File: src/rtl/sa_out_writeback.sv
// Purpose: buffer quantized systolic-array output rows and drain them to a shared SRAM write port.
// Latency: 2 cycles from row strobe to SRAM write strobe when the port is granted.
// Backpressure: rows queue while sram_gnt is low; a row arriving on a full FIFO with no pop is dropped and flagged.

// Generic FIFO used by the write-back stage. No overflow or underflow
// protection: the caller gates i_push and i_pop.
module sa_wb_fifo #(
  parameter int W     = 8,
  parameter int DEPTH = 4,
  parameter int PW    = $clog2(DEPTH),
  parameter int CW    = $clog2(DEPTH) + 1
) (
  input  logic          clk,
  input  logic          rst_n,
  input  logic          i_push,
  input  logic          i_pop,
  input  logic [W-1:0]  i_wdat,
  output logic [W-1:0]  o_rdat,
  output logic [CW-1:0] o_count
);

  logic [W-1:0]  r_mem [DEPTH];
  logic [PW-1:0] r_wptr;
  logic [PW-1:0] r_rptr;
  logic [CW-1:0] r_count;

  // Storage is not reset; a reset empties the FIFO by clearing the pointers.
  always_ff @(posedge clk) begin
    if (i_push) begin
      r_mem[r_wptr] <= i_wdat;
    end
  end

  // Pointers wrap naturally because DEPTH is a power of two.
  always_ff @(posedge clk or negedge rst_n) begin
    if (!rst_n) begin
      r_wptr <= '0;
      r_rptr <= '0;
    end else begin
      if (i_push) r_wptr <= r_wptr + 1'b1;
      if (i_pop)  r_rptr <= r_rptr + 1'b1;
    end
  end

  // Occupancy: unchanged on simultaneous push and pop.
  always_ff @(posedge clk or negedge rst_n) begin
    if (!rst_n) begin
      r_count <= '0;
    end else begin
      case ({i_push, i_pop})
        2'b10:   r_count <= r_count + 1'b1;
        2'b01:   r_count <= r_count - 1'b1;
        default: r_count <= r_count;
      endcase
    end
  end

  assign o_rdat  = r_mem[r_rptr];
  assign o_count = r_count;

endmodule

module sa_out_writeback #(
  parameter int N     = 8,
  parameter int DEPTH = 4,
  parameter int AW    = 13
) (
  input  logic                       clk,
  input  logic                       rst_n,
  input  logic                       start,
  input  logic                       in_wen_n,
  input  logic [AW-1:0]              in_waddr,
  input  logic [N*8-1:0]             in_data,
  input  logic                       in_last,
  output logic                       sram_req,
  input  logic                       sram_gnt,
  output logic                       sram_wen_n,
  output logic [AW-1:0]              sram_waddr,
  output logic [N*8-1:0]             sram_wdata,
  output logic [$clog2(DEPTH):0]     count,
  output logic                       busy,
  output logic                       flush_done,
  output logic                       overflow
);

  localparam int DW = N * 8;
  localparam int EW = AW + DW;
  localparam int CW = $clog2(DEPTH) + 1;
  localparam logic [CW-1:0] FULL_CNT = CW'(DEPTH);

  // FIFO entry: address in the upper bits, row data below.
  typedef struct packed {
    logic [AW-1:0] addr;
    logic [DW-1:0] dat;
  } row_t;

  row_t          w_wr_row;
  row_t          w_rd_row;
  logic [EW-1:0] w_rd_bits;
  logic [CW-1:0] w_count;
  logic          w_full;
  logic          w_pop;
  logic          w_push;
  logic          w_drop;
  logic          w_flush_hit;

  logic          r_wen_n;
  logic [AW-1:0] r_waddr;
  logic [DW-1:0] r_wdata;
  logic          r_overflow;
  logic          r_armed;

  assign w_wr_row.addr = in_waddr;
  assign w_wr_row.dat  = in_data;

  // A full FIFO still accepts a row when the head leaves in the same cycle.
  assign w_full = (w_count == FULL_CNT);
  assign w_pop  = sram_req & sram_gnt;
  assign w_push = ~in_wen_n & (~w_full | w_pop);
  assign w_drop = ~in_wen_n & w_full & ~w_pop;

  sa_wb_fifo #(
    .W     (EW),
    .DEPTH (DEPTH)
  ) u_fifo (
    .clk     (clk),
    .rst_n   (rst_n),
    .i_push  (w_push),
    .i_pop   (w_pop),
    .i_wdat  (w_wr_row),
    .o_rdat  (w_rd_bits),
    .o_count (w_count)
  );

  assign w_rd_row = row_t'(w_rd_bits);

  // Output registers: one-cycle write strobe per pop, address/data hold otherwise.
  always_ff @(posedge clk or negedge rst_n) begin
    if (!rst_n) begin
      r_wen_n <= 1'b1;
      r_waddr <= '0;
      r_wdata <= '0;
    end else if (w_pop) begin
      r_wen_n <= 1'b0;
      r_waddr <= w_rd_row.addr;
      r_wdata <= w_rd_row.dat;
    end else begin
      r_wen_n <= 1'b1;
    end
  end

  // Sticky drop flag, cleared by a new job.
  always_ff @(posedge clk or negedge rst_n) begin
    if (!rst_n) begin
      r_overflow <= 1'b0;
    end else if (start) begin
      r_overflow <= 1'b0;
    end else if (w_drop) begin
      r_overflow <= 1'b1;
    end
  end

  // The job is complete once armed, the FIFO is empty and the last strobe is gone.
  assign w_flush_hit = r_armed & (w_count == '0) & r_wen_n & ~start;

  // Armed flag: start has priority over in_last; cleared on the completion pulse.
  always_ff @(posedge clk or negedge rst_n) begin
    if (!rst_n) begin
      r_armed <= 1'b0;
    end else if (start) begin
      r_armed <= 1'b0;
    end else if (in_last) begin
      r_armed <= 1'b1;
    end else if (w_flush_hit) begin
      r_armed <= 1'b0;
    end
  end

  assign sram_req   = (w_count != '0);
  assign sram_wen_n = r_wen_n;
  assign sram_waddr = r_waddr;
  assign sram_wdata = r_wdata;
  assign count      = w_count;
  assign busy       = (w_count != '0) | ~r_wen_n;
  assign flush_done = w_flush_hit;
  assign overflow   = r_overflow;

endmodule

File: config.mk
export PLATFORM = sky130hd
export DESIGN_NAME = sa_out_writeback
export DESIGN_NICKNAME = d
export VERILOG_FILES = /design/src/rtl/sa_out_writeback.sv
export SDC_FILE = /design/constraint.sdc
export NUM_CORES = 1
export LEC_CHECK = 0
export BUFFER_PORTS_ARGS = -buffer_cell sky130_fd_sc_hd__buf_2
export CAP_MARGIN = 5
export CELL_PAD_IN_SITES_DETAIL_PLACEMENT = 2
export CELL_PAD_IN_SITES_GLOBAL_PLACEMENT = 2
export CORE_MARGIN = 2
export CORE_UTILIZATION = 40
export DETAILED_ROUTE_END_ITERATION = 7
export HOLD_SLACK_MARGIN = 0.15
export PLACE_DENSITY = 0.82
export SKIP_CTS_REPAIR_TIMING = 1
export SYNTH_ARGS = -nofsm -noshare
export SYNTH_HDL_FRONTEND = slang
export SYNTH_SLANG_ARGS = --single-unit
export TNS_END_PERCENT = 50
File: constraint.sdc
create_clock -name clk -period 4.9 [get_ports clk]
set_input_delay 0.49 -clock clk [delete_from_list [all_inputs] [get_ports clk]]
set_output_delay 0.49 -clock clk [all_outputs]
set_load 0.01 [all_outputs]
==> impl_results.md <==
* Status: complete, no violations
* GP Congestion at 0.693
* Maximum vdd ir drop at 338 µV
* Slew @ Worst Pin at 1.14 ns
* Slew Limit Fails at 0
* Crit start category: register
* Initial antenna violation count at 6
* Row count at 69
* Synth Area per Inst at 23.2 µm²
* P_leak at 6.21 nW
* Crit path max-delay family: simple AND/OR/NAND/NOR gates
* Post-route DRC at 0
* Root Driver: clkbuf_16
* Via count at 6830
* I/O pin cnt at 168
* Port Buffers at 167
* Number of synthesis warnings at 0
* Clock buffer count from CTS at 43
* Share of cells above drive strength 1 at 47.1%
* Final net count at 906
* Grt total ovfl at 0
* Layout area overhead at 19.2%
* H-tree depth at 2
* CTS tree: built
* Relative slew slack at 24.0%
* RSZ-0062 raised after global routing: no
* Vias per cell at 5.19
* Mapped Nets at 715
* Cell count after synthesis at 627
* WP data arrival at 2.18 ns
* Slowest cell delay on critical path at 0.76 ns
* First-pass GRT wire length at 49.3 mm
* Worst path slowest cell: or4b_2
* Fmax at 375 MHz
* Mapped cell area at 14600 µm²
* Hold Crit Class: primary input to register
* Clock Tree Buf Depth at 3
* Clock Pin Slew Worst Setup and Hold Paths at 0.06 ns
* Critical path buffers and inverters at 1
* Critical path class: register to output pin
* Antenna-violating nets left at 0
* Worst Path Required at 4.41 ns
* Routed WL per cell at 24.5 µm
* Placement-stage worst setup slack at 2.03 ns
* Die width at 195 µm
* Pwr Density at 641 nW/µm²
* Die height at 195 µm
* Final wirelength at 32.3 mm
* Overall routing resource usage at 17.4%
* Die area at 37900 µm²
* Final setup fails at 0
* Final WS setup at 2.23 ns
* Critical Path Fanout Max at 10
* Clock sinks at 395
* Cell Chain, Critical Path: or4b_2 > nor3b_1 > buf_2
* Initial Utilization at 40.7%
* Yosys cell types at 32
* Clock Skews at 0.0103 ns
* Final period utilization at 54.4%
* Max-Cap Viols at 0
* Setup crit end kind: output pin
* HPWL Detailed at 19.4 mm
* Worst-Skew Late Latency at 0.53 ns
* Fin crit period at 2.67 ns
* Fill count at 3198
* Largest net degree at the start of global routing at 69
* TNS Setup at 0 ns
* Final hold violation count at 0
* Initial detailed-routing violation count at 288
* Core ar. at 35700 µm²
* #FFs+latches synth at 395
* Pre-Repair DR Iteration Count at 4
* Sequential fraction of the synthesis area at 78.5%
* Vias in the first global route at 7819
## stage by stage
step	instances	utilization, %	hold slack (ns)	cell area [µm²]	power (mW)
3_3_place_gp	1232	44.4	0.486	15900	7.82
3_5_place_dp	1232	44.4	0.494	15900	8.02
4_1_cts	1311	48.5	0.0257	17300	11.3
2_1_floorplan	627	-	0.194	14600	6.93
5_1_grt	1313	48.5	0.151	17300	11.7
6_report	1317	48.5	0.174	17400	11.1
## layout make-up
class,count,area (µm²),share of cell area (%)
sequential,395,11400,65.9
multi-input combinational,194,2940,16.9
clock buffer,61,1230,7.07
timing repair buffer,177,931,5.37
tap,461,577,3.32
clock inverter,18,209,1.20
inverter,7,26.3,0.151
antenna,4,10.0,0.0577
## cell families (layout without fill, tap and decap cells)
family / count (synthesis) / after routing / share of synthesized area (%)
compound gates: 10 / 10 / 0.498
xor+xnor: 5 / 5 / 0.301
fa+ha+maj: 5 / 5 / 0.481
buf+inv: 38 / 263 / 1.43
flops: 395 / 395 / 78.5
mux: 155 / 155 / 18.0
other cells: 0 / 4 / 0
simple gates: 19 / 19 / 0.791
## path summary, 6_finish.rpt
path / from / endpoint / slack, ns / cells past startpoint
worst max-delay path: u_fifo.o_count[1] / flush_done / 2.23 / 3
worst min-delay path: in_data[38] / u_fifo.r_mem[1][38] / 0.17 / 1
worst max register to register: u_fifo.o_count[0] / u_fifo.r_mem[2][48] / 2.24 / 4
worst min register to register: sram_waddr[6] / sram_waddr[6] / 0.50 / 1
max in group asynchronous: rst_n / sram_wdata[39] / 3.22 / 3
min in group asynchronous: rst_n / sram_wdata[21] / 0.57 / 2
## worst register-to-register path: cells and delay by family (launching register included)
kind | cells | cell delay [ns]
buf+inv | 1 | 0.42
flops | 1 | 0.53
simple gates | 3 | 1.40
## routing by layer
metal  wire [µm]  up-vias  track usage [%]
li1            -     2942                -
met3        1610       51             3.99
met4         483        6             3.96
met1       13400     3677             22.2
met5          44        -                0
met2       16700      154             30.6
## sequential cells by signal, indices dropped and copies added, names as in the netlist
signal,count
u_fifo.r_rptr,2
u_fifo.r_wptr,2
sram_wdata,64
sram_wen_n,1
u_fifo.o_count,3
sram_waddr,13
u_fifo.r_mem,308
r_armed,1
overflow,1
## cells in the mapped netlist
cell type / number / share of area, %
a21oi_1: 3 / 0.10
a22oi_1: 1 / 0.052
a311o_1: 1 / 0.069
and2_1: 4 / 0.17
buf_12: 2 / 0.27
buf_2: 20 / 0.69
buf_6: 1 / 0.077
clkbuf_1: 8 / 0.21
dfrtp_1: 86 / 15
dfstp_2: 1 / 0.18
edfxtp_1: 308 / 64
fa_1: 1 / 0.14
ha_1: 4 / 0.34
inv_1: 7 / 0.18
mux2_2: 75 / 5.8
mux2_4: 3 / 0.31
mux4_2: 77 / 12
nand2_1: 2 / 0.052
nand2b_1: 1 / 0.043
nand3_1: 1 / 0.034
nand3b_1: 2 / 0.10
nor2_1: 3 / 0.077
nor3b_1: 1 / 0.052
nor4_1: 1 / 0.043
nor4b_1: 1 / 0.060
o2111ai_1: 3 / 0.18
o21ai_0: 1 / 0.034
o31a_1: 1 / 0.060
or3_1: 2 / 0.086
or4b_2: 1 / 0.069
xnor2_1: 4 / 0.24
xor2_1: 1 / 0.060
## cells in the final DEF (no fill, tap or decap), types with 3 or more instances in the layout
master       n
clkinv_2     8
a21oi_1      3
bufinv_16    5
edfxtp_1   308
buf_2      166
inv_1        7
clkinv_1     5
o2111ai_1    3
clkbuf_16   45
clkbuf_8     4
mux2_2      75
mux4_2      77
mux2_4       3
nor2_1       3
xnor2_1      4
clkbuf_1    12
ha_1         4
and2_4       4
diode_2      4
buf_4        8
dfrtp_1     84
## where the power goes
group	total, mW	internal, mW	switching (mW)
clock network	3.26	2.00	1.26
logic	2.74	1.42	1.32
registers	5.12	4.57	0.547
No activity file was read; power rests on OpenSTA's default activity.
